<file path="src/rtl/cpu6_ifu_ibuf.sv">
// cpu6 instruction buffer: small circular FIFO of {pc, instr} between fetch and decode.
// Optional zero-latency empty-buffer bypass enabled by defining CPU6_IBUF_BYPASS_EN.
module cpu6_ifu_ibuf #(
  parameter int unsigned DW    = 32,
  parameter int unsigned AW    = 32,
  parameter int unsigned DEPTH = 4,
  parameter int unsigned PTRW  = 2
) (
  input  logic            clk,
  input  logic            rst_n,
  input  logic            flush,
  input  logic            in_valid,
  output logic            in_ready,
  input  logic [AW-1:0]   in_pc,
  input  logic [DW-1:0]   in_instr,
  output logic            out_valid,
  input  logic            out_ready,
  output logic [AW-1:0]   out_pc,
  output logic [DW-1:0]   out_instr,
  output logic [PTRW:0]   count
);

  localparam int unsigned CW = PTRW + 1;

  logic [AW-1:0]   pc_mem    [DEPTH];
  logic [DW-1:0]   instr_mem [DEPTH];
  logic [PTRW-1:0] wr_ptr;
  logic [PTRW-1:0] rd_ptr;
  logic [PTRW:0]   cnt;
  logic            empty;
  logic            full;
  logic            push;
  logic            pop;

  assign empty    = (cnt == '0);
  assign full     = (cnt == CW'(DEPTH));
  assign in_ready = ~full;
  assign count    = cnt;

`ifdef CPU6_IBUF_BYPASS_EN
  logic byp;

  // Empty buffer forwards fetch straight to decode; consumed entries are never written.
  assign byp       = empty & in_valid & ~flush;
  assign out_valid = ~empty | byp;
  assign out_pc    = byp ? in_pc    : pc_mem[rd_ptr];
  assign out_instr = byp ? in_instr : instr_mem[rd_ptr];
  assign push      = in_valid & in_ready & ~flush & ~(byp & out_ready);
  assign pop       = ~empty & out_ready & ~flush;
`else
  assign out_valid = ~empty;
  assign out_pc    = pc_mem[rd_ptr];
  assign out_instr = instr_mem[rd_ptr];
  assign push      = in_valid & in_ready & ~flush;
  assign pop       = out_valid & out_ready & ~flush;
`endif

  // Storage flops: load-enable only, not reset.
  always_ff @(posedge clk) begin
    if (push) begin
      pc_mem[wr_ptr]    <= in_pc;
      instr_mem[wr_ptr] <= in_instr;
    end
  end

  // Pointers wrap naturally at DEPTH; count alone separates full from empty.
  always_ff @(posedge clk or negedge rst_n) begin
    if (!rst_n) begin
      wr_ptr <= '0;
      rd_ptr <= '0;
      cnt    <= '0;
    end else if (flush) begin
      wr_ptr <= '0;
      rd_ptr <= '0;
      cnt    <= '0;
    end else begin
      if (push) wr_ptr <= wr_ptr + PTRW'(1);
      if (pop)  rd_ptr <= rd_ptr + PTRW'(1);
      case ({push, pop})
        2'b10:   cnt <= cnt + CW'(1);
        2'b01:   cnt <= cnt - CW'(1);
        default: cnt <= cnt;
      endcase
    end
  end

endmodule

</file>
<file path="config.mk">
export PLATFORM = sky130hd
export DESIGN_NAME = cpu6_ifu_ibuf
export DESIGN_NICKNAME = d
export VERILOG_FILES = /design/src/rtl/cpu6_ifu_ibuf.sv
export SDC_FILE = /design/constraint.sdc
export NUM_CORES = 1
export LEC_CHECK = 0
export ABC_AREA = 1
export BUFFER_PORTS_ARGS = -buffer_cell sky130_fd_sc_hd__buf_2
export CORE_ASPECT_RATIO = 0.5
export CORE_MARGIN = 2
export CORE_UTILIZATION = 52
export DETAILED_ROUTE_END_ITERATION = 10
export GPL_ROUTABILITY_DRIVEN = 0
export PLACE_DENSITY = 0.73
export SKIP_LAST_GASP = 1
export SLEW_MARGIN = 20
export SYNTH_ARGS = -nofsm -noshare
export SYNTH_HDL_FRONTEND = slang
export SYNTH_SLANG_ARGS = --single-unit
</file>
<file path="constraint.sdc">
create_clock -name clk -period 12.5 [get_ports clk]
set_clock_uncertainty 0.2 [all_clocks]
set_input_delay 1.25 -clock clk [delete_from_list [all_inputs] [get_ports clk]]
set_output_delay 1.25 -clock clk [all_outputs]
set_load 0.05 [all_outputs]
</file>
# ---- After elaboration in Yosys (flattened, before gate mapping)
# Memories as Yosys holds them, arrays and structs flattened.
# Index checks and enable logic that the tools add are counted.
dict set report classes {
  mux 8
  bitwise 7
  n_shift 0
  eq_ne 3
  n_mul 0
  div 0
  order_cmp 0
  add_sub_neg 4
  reduce_logical 4
}
# op count
set ops {}
lappend ops {{two-way mux 2 bit} 4}
lappend ops {{case mux 3 bit (2 select lines)} 1}
lappend ops {{adder 2 x 1 -> 2 bit, second input constant} 2}
lappend ops {{bitwise AND 1 bit} 4}
lappend ops {{nonzero test 2 bit} 2}
lappend ops {{adder 3 x 1 -> 3 bit, second input constant} 1}
lappend ops {{equality test 3 bit, second input constant} 1}
lappend ops {{logical NOT 3 bit} 1}
lappend ops {{two-way mux 3 bit} 1}
lappend ops {{NOT 1 bit} 3}
lappend ops {{nonzero test 3 bit} 1}
lappend ops {{subtractor 3 x 1 -> 3 bit, second input constant} 1}
lappend ops {{equality test 2 x 1 -> 1 bit, second input constant} 1}
lappend ops {{equality test 2 bit, second input constant} 1}
lappend ops {{two-way mux 1 bit} 2}
dict set report word_totals {
  wordCells 31
  out_inout_bits 69
  reg_bits 7
  rom_bits 0
  mem_bits_rw 256
  mem_count 2
  latchBits 0
}
# memory depth width rd rd_ports_with_merged_regs wr line
set mem_list {}
lappend mem_list {instr_mem 4 32 1 0 1 26} ;# logic [DW-1:0] instr_mem [DEPTH];
lappend mem_list {pc_mem 4 32 1 0 1 25} ;# logic [AW-1:0] pc_mem [DEPTH];

# ---- Logic depth before layout (Yosys ltp)
# Gate-level depths: netlist of run 1.
dict set report depth {
  ltp_word 7
  mapped_depth 13
}

# ---- Least setup slack after synthesis of run 1
# No wires, ideal clock.
dict set report synth_timing {
  path_kind {input to register}
  from {input port flush}
  to {memory instr_mem[0][0] (enable)}
  slack_ns 7.527
  arrival_ns 4.286
  n_path_buf 0
  cell_stages 3
  t_required_ns 11.813
  path_cell_list {bufinv_8 > nand3_2 > nor2_1}
}
dict set report synth_between {
  elab_chain_len 4
}
# element line
set synth_rtl {}
lappend synth_rtl {{from (decl)} 11} ;# input logic flush,
lappend synth_rtl {{NOT 1 bit} 54} ;# assign push = in_valid & in_ready & ~flush;
lappend synth_rtl {{bitwise AND 1 bit} 54}
lappend synth_rtl {{two-way mux 1 bit} 60} ;# if (push) begin
lappend synth_rtl {{two-way mux 1 bit (implied by the code)} 62} ;# instr_mem[wr_ptr] <= in_instr;
lappend synth_rtl {{to (decl)} 26}
# Every way passes these cells.

# ---- Worst setup path in the final report of run 1
dict set report layout_timing {
  from {register rd_ptr[0]}
  to {output port out_pc[31]}
}
dict set report layout_between {
  elab_chain_len 1
}
# element line
set layout_rtl {}
lappend layout_rtl {{from (decl)} 28} ;# logic [PTRW-1:0] rd_ptr;
lappend layout_rtl {{from (signal assigned)} 78} ;# if (pop) rd_ptr <= rd_ptr + PTRW'(1);
lappend layout_rtl {{memory read (4 x 32 bit)} n/a}
lappend layout_rtl {{to (decl)} 18} ;# output logic [AW-1:0] out_pc,
# Every way passes these cells.

==> insert_results.sql, run 1 <==
INSERT INTO impl_metrics (metric_group, metric, value, unit) VALUES
('floorplan', 'floorplan.io_pins', '138', ''),
('clock_network', 'root_buffer', 'clkbuf_16', ''),
('power', 'clock_power_share', '0.263', ''),
('routing', 'antenna_nets_post_route', '0', ''),
('floorplan', 'area_enclosed_by_the_die_boundary', '20400', 'um^2'),
('routing', 'detailroute.via_count', '6028', ''),
('synth', 'synth_area_leaders', 'edfxtp_1 77%, nor2_1 5.0%, o21ai_0 4.0%', ''),
('power', 'power.share.switching', '0.378', ''),
('min_path', 'worstHoldEndpoint', 'wr_ptr[0]', ''),
('global_route', 'gr-usage-all-layers', '0.202', ''),
('min_path', 'hold_path_startpoint', 'wr_ptr[0]', ''),
('routing', 'post-route-drc-count', '0', ''),
('routing', 'wl', '20300', 'um'),
('place', 'hpwlAfterDp', '11600', 'um'),
('setup_path', 'critPathArrivalTime', '3140', 'ps'),
('setup_path', 'cp-end-kind', 'output pin', ''),
('synth', 'nets_in_the_synthesized_netlist', '757', ''),
('clock_network', 'hold_buffers', '0', ''),
('clock_network', 'cts_repair_resize_count', '0', ''),
('global_route', 'grt_start_max_net_pins', '94', ''),
('outcome', 'status', 'finished clean', ''),
('power', 'irDropWorstVdd', '96.1', 'uV'),
('synth', 'post_synth_and_or_nand_nor_area_fraction', '0.0630', ''),
('global_route', 'via_count_of_the_first_global_routing_pass', '5937', ''),
('routing', 'drt_iter0_markers', '414', ''),
('timing', 'holdWs', '346', 'ps'),
('setup_path', 'critical_path_peak_fanout', '69', ''),
('final_layout', 'layout_commonest_cell', 'edfxtp_1', ''),
('power', 'comb_power_share', '0.313', ''),
('timing', 'fmax', '0.218', 'GHz'),
('clock_network', 'clk-insertion-delay-late', '500', 'ps'),
('routing', 'post_drt_via_cell_ratio', '5.54', ''),
('timing', 'setup_viol', '0', ''),
('power', 'design_power_total', '2.50', 'mW'),
('clock_network', 'clk_transition_reported_paths', '70', 'ps'),
('setup_path', 'regToRegEndpoint', 'pc_mem[0][30]', ''),
('setup_path', 'rr_worst_depth', '5', ''),
('synth', 'compound_cell_area_share_of_the_yosys_netlist', '0.109', ''),
('clock_network', 'num_cts_buffers', '23', ''),
('synth', 'mappedNetlistArea', '9990', 'um^2'),
('synth', 'ys_ff_latch', '263', ''),
('power', 'p_leak', '4.03', 'nW'),
('final_layout', 'area.growth.synth_to_final', '15.3', '%'),
('synth', 'synth_mux_area_frac', '0', ''),
('timing', 'period_share', '0.367', ''),
('clock_network', 'cts_htree_levels', '1', ''),
('min_path', 'min_path_type', 'reg2reg', ''),
('timing', 'finalMaxSlewViolations', '0', ''),
('floorplan', 'die_height', '102', 'um'),
('synth', 'synth.largest_area_cell', 'edfxtp_1', ''),
('setup_path', 'reg2reg_from', 'count[0]', ''),
('power', 'power_dens_cells', '217', 'nW/um^2'),
('floorplan', 'floorplan.rows', '35', ''),
('job', 'drv.max_cap_violation_count', '0', ''),
('min_path', 'hold_path_depth', '1', ''),
('floorplan', 'core_region_area', '18600', 'um^2'),
('routing', 'drt_pre_antenna_iters', '5', ''),
('global_route', 'grt_first_pass_wirelength', '31400', 'um'),
('setup_path', 'r2r_setup_slack', '9630', 'ps'),
('setup_path', 'worst_ep_required_time', '11050', 'ps'),
('synth', 'yosysTopAreaCellShare', '0.770', ''),
('power', 'share_seq_of_total_power', '0.424', ''),
('setup_path', 'critPathKind', 'reg2out', ''),
('synth', 'postSynthAreaPerCell', '14.6', 'um^2'),
('timing', 'clock_period_minus_final_worst_setup_slack', '4590', 'ps'),
('timing', 'finalSetupTns', '0', 'ps'),
('timing', 'worst_slew_pin_slew', '908', 'ps'),
('floorplan', 'initial_utilization', '0.537', ''),
('power', 'switching_power_of_the_nets', '0.944', 'mW'),
('place', 'port_buffers', '137', ''),
('power', 'intPower', '1.55', 'mW');
[how the worst max path moves through the flow]
stage	start	to
2_1_floorplan	flush	instr_mem[0][0]
3_3_place_gp	rd_ptr[0]	out_pc[1]
3_5_place_dp	rd_ptr[0]	out_pc[1]
4_1_cts	rd_ptr[0]	out_pc[1]
5_1_grt	rd_ptr[0]	out_pc[1]
6_report	rd_ptr[0]	out_pc[31]
[synth_stat cells, drive strengths merged]
master  count
a21boi      1
a21oi       3
buf        22
bufinv      1
clkbuf     20
dfrtp       7
edfxtp    256
fa          1
ha          4
inv        12
nand2      21
nand3       4
nor2      134
o21ai     132
o22ai      64
xnor2       1
[stage by stage]
step,util,std cells,worst slack [ps],area [um^2]
floorplan,-,683,7530,9990
global placement,0.582,1045,8490,10800
detailed placement,0.582,1045,8440,10800
CTS,0.619,1087,7880,11500
global route,0.619,1088,7650,11500
finish,0.619,1089,7910,11500
[metal layers]
layer,wire length (um),vias to the layer above,share of wire,track usage
met5,25,-,0.0012,0
met4,466,4,0.023,0.0644
met3,1250,38,0.061,0.0386
met2,9830,200,0.48,0.342
met1,8780,2963,0.43,0.269
li1,-,2823,-,-
[area by class of cell]
type                            instances  area (um^2)  area share
Tap cell                              259          324      0.0281
Multi-Input combinational cell        365         1830       0.158
Sequential cell                       263         7870       0.683
Clock buffer                           30          602      0.0522
Timing Repair Buffer                  145          746      0.0647
Clock inverter                         12         83.8     0.00728
Antenna cell                            2         5.00    0.000435
Inverter                               13         65.1     0.00565
[critical path: stages (launching register included)]
cell     delay (ps)
dfrtp_4         650
inv_4           540
buf_4           700
o21ai_0         170
o22ai_1         240
buf_2           320
[kinds of logic after synthesis]
family / count (synthesis)
DFF: 263
AOI/OAI and AO/OA: 200
and+or+nand+nor: 159
buffers and inverters: 55
adders and majority gates: 5
xor gates and xnor gates: 1
[flip-flops by register name (all words and copies together) (netlist names)]
| name | count |
|---|---|
| count | 3 |
| pc_mem | 128 |
| instr_mem | 128 |
| wr_ptr | 2 |
| rd_ptr | 2 |
[power by group through the flow]
stage	Combinational [mW]	Sequential, mW	Clock [mW]
2_1_floorplan	0.612	1.08	0
3_3_place_gp	0.772	1.08	0
3_5_place_dp	0.786	1.08	0
4_1_cts	0.788	1.06	0.666
5_1_grt	0.835	1.07	0.699
6_report	0.781	1.06	0.656
No activity file was read; power rests on OpenSTA's default activity.
==> run 2: changes to the inputs <==
--- a/config.mk
+++ b/config.mk
@@ -9,10 +9,10 @@
 export BUFFER_PORTS_ARGS = -buffer_cell sky130_fd_sc_hd__buf_2
 export CORE_ASPECT_RATIO = 0.5
 export CORE_MARGIN = 2
-export CORE_UTILIZATION = 52
+export CORE_UTILIZATION = 51
 export DETAILED_ROUTE_END_ITERATION = 10
 export GPL_ROUTABILITY_DRIVEN = 0
-export PLACE_DENSITY = 0.73
+export PLACE_DENSITY = 0.75
 export SKIP_LAST_GASP = 1
 export SLEW_MARGIN = 20
 export SYNTH_ARGS = -nofsm -noshare
==> constraint.sdc (replaced) <==
create_clock -name clk -period 4 [get_ports clk]
set_clock_uncertainty 0.2 [all_clocks]
set_input_delay 0.4 -clock clk [delete_from_list [all_inputs] [get_ports clk]]
set_output_delay 0.4 -clock clk [all_outputs]
set_load 0.05 [all_outputs]
==> insert_results.sql, run 2 (synthesis gave the netlist of run 1 again) <==
INSERT INTO impl_metrics (metric_group, metric, value, unit) VALUES
('outcome', 'status', 'finished clean', ''),
('place', 'port_buffers', '137', ''),
('setup_path', 'regToRegEndpoint', 'count[2]', ''),
('final_layout', 'area.growth.synth_to_final', '25.2', '%'),
('final_layout', 'num_antenna_cells', '0', ''),
('setup_path', 'r2r_setup_slack', '1800', 'ps'),
('min_path', 'hold_path_depth', '4', ''),
('timing', 'hold_viol_final', '0', ''),
('timing', 'clock_period_minus_final_worst_setup_slack', '3060', 'ps'),
('timing', 'max-slew-margin-rel', '0.512', ''),
('clock_network', 'cts_htree_levels', '1', ''),
('routing', 'post-route-drc-count', '0', ''),
('timing', 'setup_viol', '0', ''),
('floorplan', 'area_enclosed_by_the_die_boundary', '20800', 'um^2'),
('min_path', 'hold_path_startpoint', 'in_valid', ''),
('final_layout', 'layout.cell_area.non_filler', '12500', 'um^2'),
('routing', 'dr.max_layer_used', 'met4', ''),
('clock_network', 'ctsLongestPathBuffers', '3', ''),
('floorplan', 'core_region_area', '19300', 'um^2'),
('clock_network', 'hold_buffers', '66', ''),
('place', 'hpwlAfterDp', '10600', 'um'),
('global_route', 'grt_first_pass_wirelength', '32200', 'um'),
('final_layout', 'layout.cells.most_common_list', '256 x edfxtp_1, 137 x buf_2, 129 x nor2_1, 80 x o21ai_0, 66 x dlygate4sd3_1', ''),
('routing', 'route.detailed.wl_per_inst', '18.0', 'um'),
('timing', 'finalSetupTns', '0', 'ps'),
('job', 'drv.max_cap_violation_count', '0', ''),
('routing', 'wl', '20900', 'um'),
('clock_network', 'num_cts_buffers', '23', ''),
('global_route', 'initial_antenna_violation_count', '0', ''),
('setup_path', 'startpoint_type', 'register', ''),
('timing', 'finalMaxSlewViolations', '0', ''),
('place', 'place_area', '10900', 'um^2'),
('final_layout', 'num-nets-final', '952', ''),
('floorplan', 'die_height', '103', 'um'),
('final_layout', 'layout_commonest_cell', 'edfxtp_1', ''),
('floorplan', 'floorplan.io_pins', '138', ''),
('routing', 'drt_pre_antenna_iters', '4', ''),
('power', 'irDropWorstVdd', '408', 'uV'),
('global_route', 'gr-usage-all-layers', '0.200', ''),
('global_route', 'grt_start_max_net_pins', '130', ''),
('power', 'p_leak', '4.43', 'nW'),
('routing', 'routedLengthMet1', '9570', 'um'),
('min_path', 'min_path_type', 'in2reg', ''),
('routing', 'met3RoutedLength', '831', 'um'),
('floorplan', 'floorplan.rows', '36', ''),
('timing', 'fmax', '0.327', 'GHz'),
('routing', 'drt_iter0_markers', '403', ''),
('clock_network', 'root_buffer', 'clkbuf_16', ''),
('setup_path', 'critPathArrivalTime', '2460', 'ps'),
('clock_network', 'cts_repair_resize_count', '0', ''),
('routing', 'detailroute.via_count', '6197', ''),
('routing', 'routed-wl-met2', '10100', 'um'),
('global_route', 'via_count_of_the_first_global_routing_pass', '6092', ''),
('setup_path', 'cp-end-kind', 'output pin', ''),
('timing', 'period_share', '0.765', ''),
('power', 'power_dens_cells', '679', 'nW/um^2'),
('min_path', 'worstHoldEndpoint', 'wr_ptr[0]', ''),
('setup_path', 'critPathKind', 'reg2out', ''),
('timing', 'rsz0062_at_grt', 'no', ''),
('clock_network', 'tritoncts', 'yes', ''),
('global_route', 'overflow', '0', ''),
('setup_path', 'rr_worst_depth', '13', ''),
('timing', 'worst_slew_pin_slew', '731', 'ps'),
('clock_network', 'clk_transition_reported_paths', '70', 'ps'),
('clock_network', 'tritoncts_num_sinks', '263', ''),
('clock_network', 'post_cts_buffers', '0', ''),
('floorplan', 'initial_utilization', '0.517', ''),
('clock_network', 'clk-insertion-delay-late', '500', 'ps'),
('routing', 'post_drt_via_cell_ratio', '5.34', ''),
('final_layout', 'drive_gt1_frac', '0.229', ''),
('setup_path', 'worst_ep_required_time', '3400', 'ps'),
('setup_path', 'critical_path_peak_fanout', '87', ''),
('setup_path', 'crit_start', 'rd_ptr[0]', ''),
('floorplan', 'floorplan.die.width', '202', 'um'),
('setup_path', 'reg2reg_from', 'count[1]', ''),
('routing', 'antenna_nets_post_route', '0', '');
-- run 2: changes by cell type in the layout (fill, tap and decap cells not counted) --
cell | previous run | this run
clkinv_1 | 4 | 1
clkinvlp_4 | 0 | 1
buf_12 | 0 | 6
buf_4 | 8 | 3
clkbuf_8 | 0 | 2
clkbuf_1 | 7 | 3
bufinv_16 | 1 | 9
clkinv_4 | 0 | 1
clkinv_2 | 6 | 1
dlygate4sd3_1 | 0 | 66
diode_2 | 2 | 0
-- run 2: worst max-delay path, cell delays in order (launching register included) --
cell and delay [ps]:
dfrtp_4 500, inv_4 370, buf_12 400, o21ai_0 130
o22ai_1 190, buf_2 310
-- run 2: final cells by class --
| class | instances | area, um^2 |
|---|---|---|
| clock inverters | 14 | 304 |
| well taps | 266 | 333 |
| repair buffers | 212 | 1490 |
| multi-input cells | 365 | 1830 |
| fillers | 1364 | 6830 |
| inverters | 13 | 65.1 |
| flip-flops and latches | 263 | 7870 |
| clock buffers | 28 | 614 |
-- run 2: power by group --
part | internal (mW) | leakage, nW | total, mW | switching, mW
combinational | 0.573 | 1.58 | 2.56 | 1.98
clock | 1.68 | 0.443 | 2.65 | 0.966
sequential | 3.22 | 2.41 | 3.28 | 0.0593
total | 5.47 | 4.43 | 8.48 | 3.01
-- run 2: worst max path at each step --
stage | to | slack (ps) | depth (start not counted)
6_report | out_instr[12] | 940 | 5
5_1_grt | out_instr[9] | 790 | 5
4_1_cts | out_instr[11] | 930 | 5
3_5_place_dp | out_instr[11] | 1470 | 5
3_3_place_gp | out_instr[2] | 1480 | 5
2_1_floorplan | instr_mem[0][0] | -670 | 4
-- run 2: metrics by stage --
step                      utilization  total power, mW  std cells  hold WS [ps]  setup WS [ps]
after floorplan                     -             5.28        683         -95.6           -673
after global placement          0.565             5.80       1053          77.0           1480
after detailed placement        0.565             5.85       1053          86.8           1470
after CTS                       0.647             8.52       1161          25.4            927
after global routing            0.647             8.82       1161          67.6            794
final                           0.647             8.48       1161          33.8            939
-- run 2: routing by layer --
layer,vias to the layer above,track usage
met3,30,0.0307
li1,2949,-
met2,143,0.336
met4,0,0.0515
met5,-,0
met1,3075,0.278
==> run 3: changes to the inputs <==
--- a/config.mk
+++ b/config.mk
@@ -9,10 +9,10 @@
 export BUFFER_PORTS_ARGS = -buffer_cell sky130_fd_sc_hd__buf_2
 export CORE_ASPECT_RATIO = 0.5
 export CORE_MARGIN = 2
-export CORE_UTILIZATION = 51
+export CORE_UTILIZATION = 52
 export DETAILED_ROUTE_END_ITERATION = 10
 export GPL_ROUTABILITY_DRIVEN = 0
-export PLACE_DENSITY = 0.75
+export PLACE_DENSITY = 0.73
 export SKIP_LAST_GASP = 1
 export SLEW_MARGIN = 20
 export SYNTH_ARGS = -nofsm -noshare
==> constraint.sdc (replaced) <==
create_clock -name clk -period 3 [get_ports clk]
set_clock_uncertainty 0.2 [all_clocks]
set_input_delay 0.3 -clock clk [delete_from_list [all_inputs] [get_ports clk]]
set_output_delay 0.3 -clock clk [all_outputs]
set_load 0.05 [all_outputs]
==> insert_results.sql, run 3 (synthesis gave the netlist of run 1 again) <==
INSERT INTO impl_metrics (metric_group, metric, value, unit) VALUES
('job', 'drv.max_cap_violation_count', '0', ''),
('global_route', 'gr-usage-all-layers', '0.206', ''),
('setup_path', 'r2r_setup_slack', '770', 'ps'),
('power', 'switching_power_of_the_nets', '3.92', 'mW'),
('final_layout', 'register_area', '7870', 'um^2'),
('routing', 'drt_iter0_markers', '376', ''),
('floorplan', 'floorplan.rows', '35', ''),
('clock_network', 'tritoncts_num_sinks', '263', ''),
('place', 'hpwlAfterDp', '11800', 'um'),
('setup_path', 'startpoint_type', 'register', ''),
('timing', 'setup_viol', '0', ''),
('setup_path', 'cp-end-kind', 'output pin', ''),
('setup_path', 'reg2reg_from', 'count[1]', ''),
('routing', 'dr.max_layer_used', 'met4', ''),
('global_route', 'grt_start_max_net_pins', '130', ''),
('final_layout', 'num-nets-final', '961', ''),
('final_layout', 'drive_gt1_frac', '0.220', ''),
('final_layout', 'area.growth.synth_to_final', '23.5', '%'),
('final_layout', 'postLayoutCoreUtil', '0.662', ''),
('routing', 'routed-wl-met2', '10200', 'um'),
('global_route', 'initial_antenna_violation_count', '0', ''),
('clock_network', 'clk_transition_reported_paths', '70', 'ps'),
('floorplan', 'area_enclosed_by_the_die_boundary', '20400', 'um^2'),
('global_route', 'overflow', '0', ''),
('timing', 'worst_slew_pin_slew', '724', 'ps'),
('timing', 'clock_period_minus_final_worst_setup_slack', '2800', 'ps'),
('timing', 'period_share', '0.935', ''),
('final_layout', 'multi_input_comb_area', '1830', 'um^2'),
('clock_network', 'ctsLongestPathBuffers', '3', ''),
('power', 'p_leak', '4.37', 'nW'),
('place', 'place_ws', '716', 'ps'),
('outcome', 'status', 'finished clean', ''),
('routing', 'post-route-drc-count', '0', ''),
('global_route', 'grt_first_pass_wirelength', '32100', 'um'),
('place', 'port_buffers', '137', ''),
('routing', 'antenna_nets_post_route', '0', ''),
('min_path', 'hold_path_startpoint', 'in_instr[23]', ''),
('setup_path', 'rr_worst_depth', '13', ''),
('floorplan', 'floorplan.io_pins', '138', ''),
('timing', 'max-slew-margin-rel', '0.517', ''),
('timing', 'fmax', '0.357', 'GHz'),
('timing', 'hold_viol_final', '0', ''),
('floorplan', 'core_region_area', '18600', 'um^2'),
('power', 'intPower', '6.57', 'mW'),
('timing', 'layout_setup_ws', '195', 'ps'),
('clock_network', 'root_buffer', 'clkbuf_16', ''),
('setup_path', 'worst_ep_required_time', '2500', 'ps'),
('power', 'power.share.switching', '0.374', ''),
('routing', 'wl', '21000', 'um'),
('setup_path', 'critical_path_peak_fanout', '42', ''),
('setup_path', 'regToRegEndpoint', 'count[2]', ''),
('clock_network', 'tritoncts', 'yes', ''),
('final_layout', 'layout.cells.most_common_list', '256 x edfxtp_1, 137 x buf_2, 129 x nor2_1, 80 x o21ai_0, 69 x dlygate4sd3_1', ''),
('power', 'power_dens_cells', '851', 'nW/um^2'),
('floorplan', 'initial_utilization', '0.537', ''),
('power', 'irDropWorstVdd', '545', 'uV'),
('min_path', 'hold_path_depth', '2', ''),
('timing', 'finalMaxSlewViolations', '0', ''),
('floorplan', 'die_height', '102', 'um'),
('final_layout', 'num_antenna_cells', '0', ''),
('min_path', 'worstHoldEndpoint', 'instr_mem[0][23]', ''),
('final_layout', 'final.fill_count', '1332', ''),
('clock_network', 'cts_repair_resize_count', '0', ''),
('routing', 'post_drt_via_cell_ratio', '5.44', ''),
('power', 'share_seq_of_total_power', '0.417', ''),
('power', 'clock_power_share', '0.253', ''),
('min_path', 'min_path_type', 'in2reg', ''),
('clock_network', 'num_cts_buffers', '22', ''),
('routing', 'detailroute.via_count', '6305', ''),
('timing', 'rsz0062_at_grt', 'no', ''),
('global_route', 'via_count_of_the_first_global_routing_pass', '6190', ''),
('routing', 'met3RoutedLength', '1130', 'um'),
('final_layout', 'layout_commonest_cell', 'edfxtp_1', ''),
('floorplan', 'floorplan.die.width', '200', 'um'),
('routing', 'drt_pre_antenna_iters', '5', ''),
('routing', 'route.detailed.wl_per_inst', '18.1', 'um'),
('setup_path', 'critPathKind', 'reg2out', ''),
('power', 'comb_power_share', '0.330', ''),
('clock_network', 'clk-insertion-delay-late', '490', 'ps'),
('routing', 'routedLengthMet1', '9150', 'um'),
('setup_path', 'critPathArrivalTime', '2300', 'ps'),
('timing', 'holdWs', '346', 'ps'),
('clock_network', 'cts_htree_levels', '1', '');
-- run 3: power groups by stage --
stage	Combinational (mW)	Sequential [mW]	Clock, mW
2_1_floorplan	2.55	4.49	0
3_3_place_gp	3.35	4.44	0
3_5_place_dp	3.39	4.45	0
4_1_cts	3.47	4.37	2.70
5_1_grt	3.68	4.39	2.83
6_report	3.46	4.37	2.66
-- run 3: cell type report --
| cell class | instances | share of cell area |
|---|---|---|
| clock inverters | 7 | 0.00426 |
| flip-flops and latches | 263 | 0.638 |
| clock buffers | 29 | 0.0485 |
| repair buffers | 222 | 0.129 |
| inverters | 13 | 0.00528 |
| well taps | 259 | 0.0263 |
| multi-input cells | 365 | 0.148 |
-- run 3: worst max-delay path: stages (launching register included) --
cell     delay, ps
dfrtp_4        510
inv_4          360
buf_12         270
nor2_1          70
o22ai_1        250
buf_2          320
-- run 3: repair_timing --
| item | 4_1_cts | 5_1_grt |
|---|---|---|
| buffers inserted | 0 | 0 |
| hold endpoints to repair | 268 | 0 |
| hold buffers | 69 | 0 |
-- run 3: how the worst max path moves through the flow --
stage               startpoint         endpoint  cells after the start
floorplan             count[0]  instr_mem[0][0]                      4
global placement     rd_ptr[0]       out_pc[23]                      5
detailed placement   rd_ptr[0]        out_pc[0]                      5
CTS                  rd_ptr[0]        out_pc[0]                      5
global route         rd_ptr[0]        out_pc[0]                      5
finish               rd_ptr[0]        out_pc[0]                      5
-- run 3: metrics by stage --
stage / instances / total power [mW] / cell area [um^2] / TNS [ps]
2_1_floorplan: 683 / 7.04 / 10000 / -162830
3_3_place_gp: 1053 / 7.79 / 11000 / 0
3_5_place_dp: 1053 / 7.84 / 11000 / 0
4_1_cts: 1158 / 10.5 / 12300 / 0
5_1_grt: 1158 / 10.9 / 12300 / 0
6_report: 1158 / 10.5 / 12300 / 0
-- run 3: routing by layer --
metal,track usage,up-vias
met2,0.353,197
met5,0,-
met4,0.0627,0
met1,0.278,3102
met3,0.0330,40
li1,-,2966
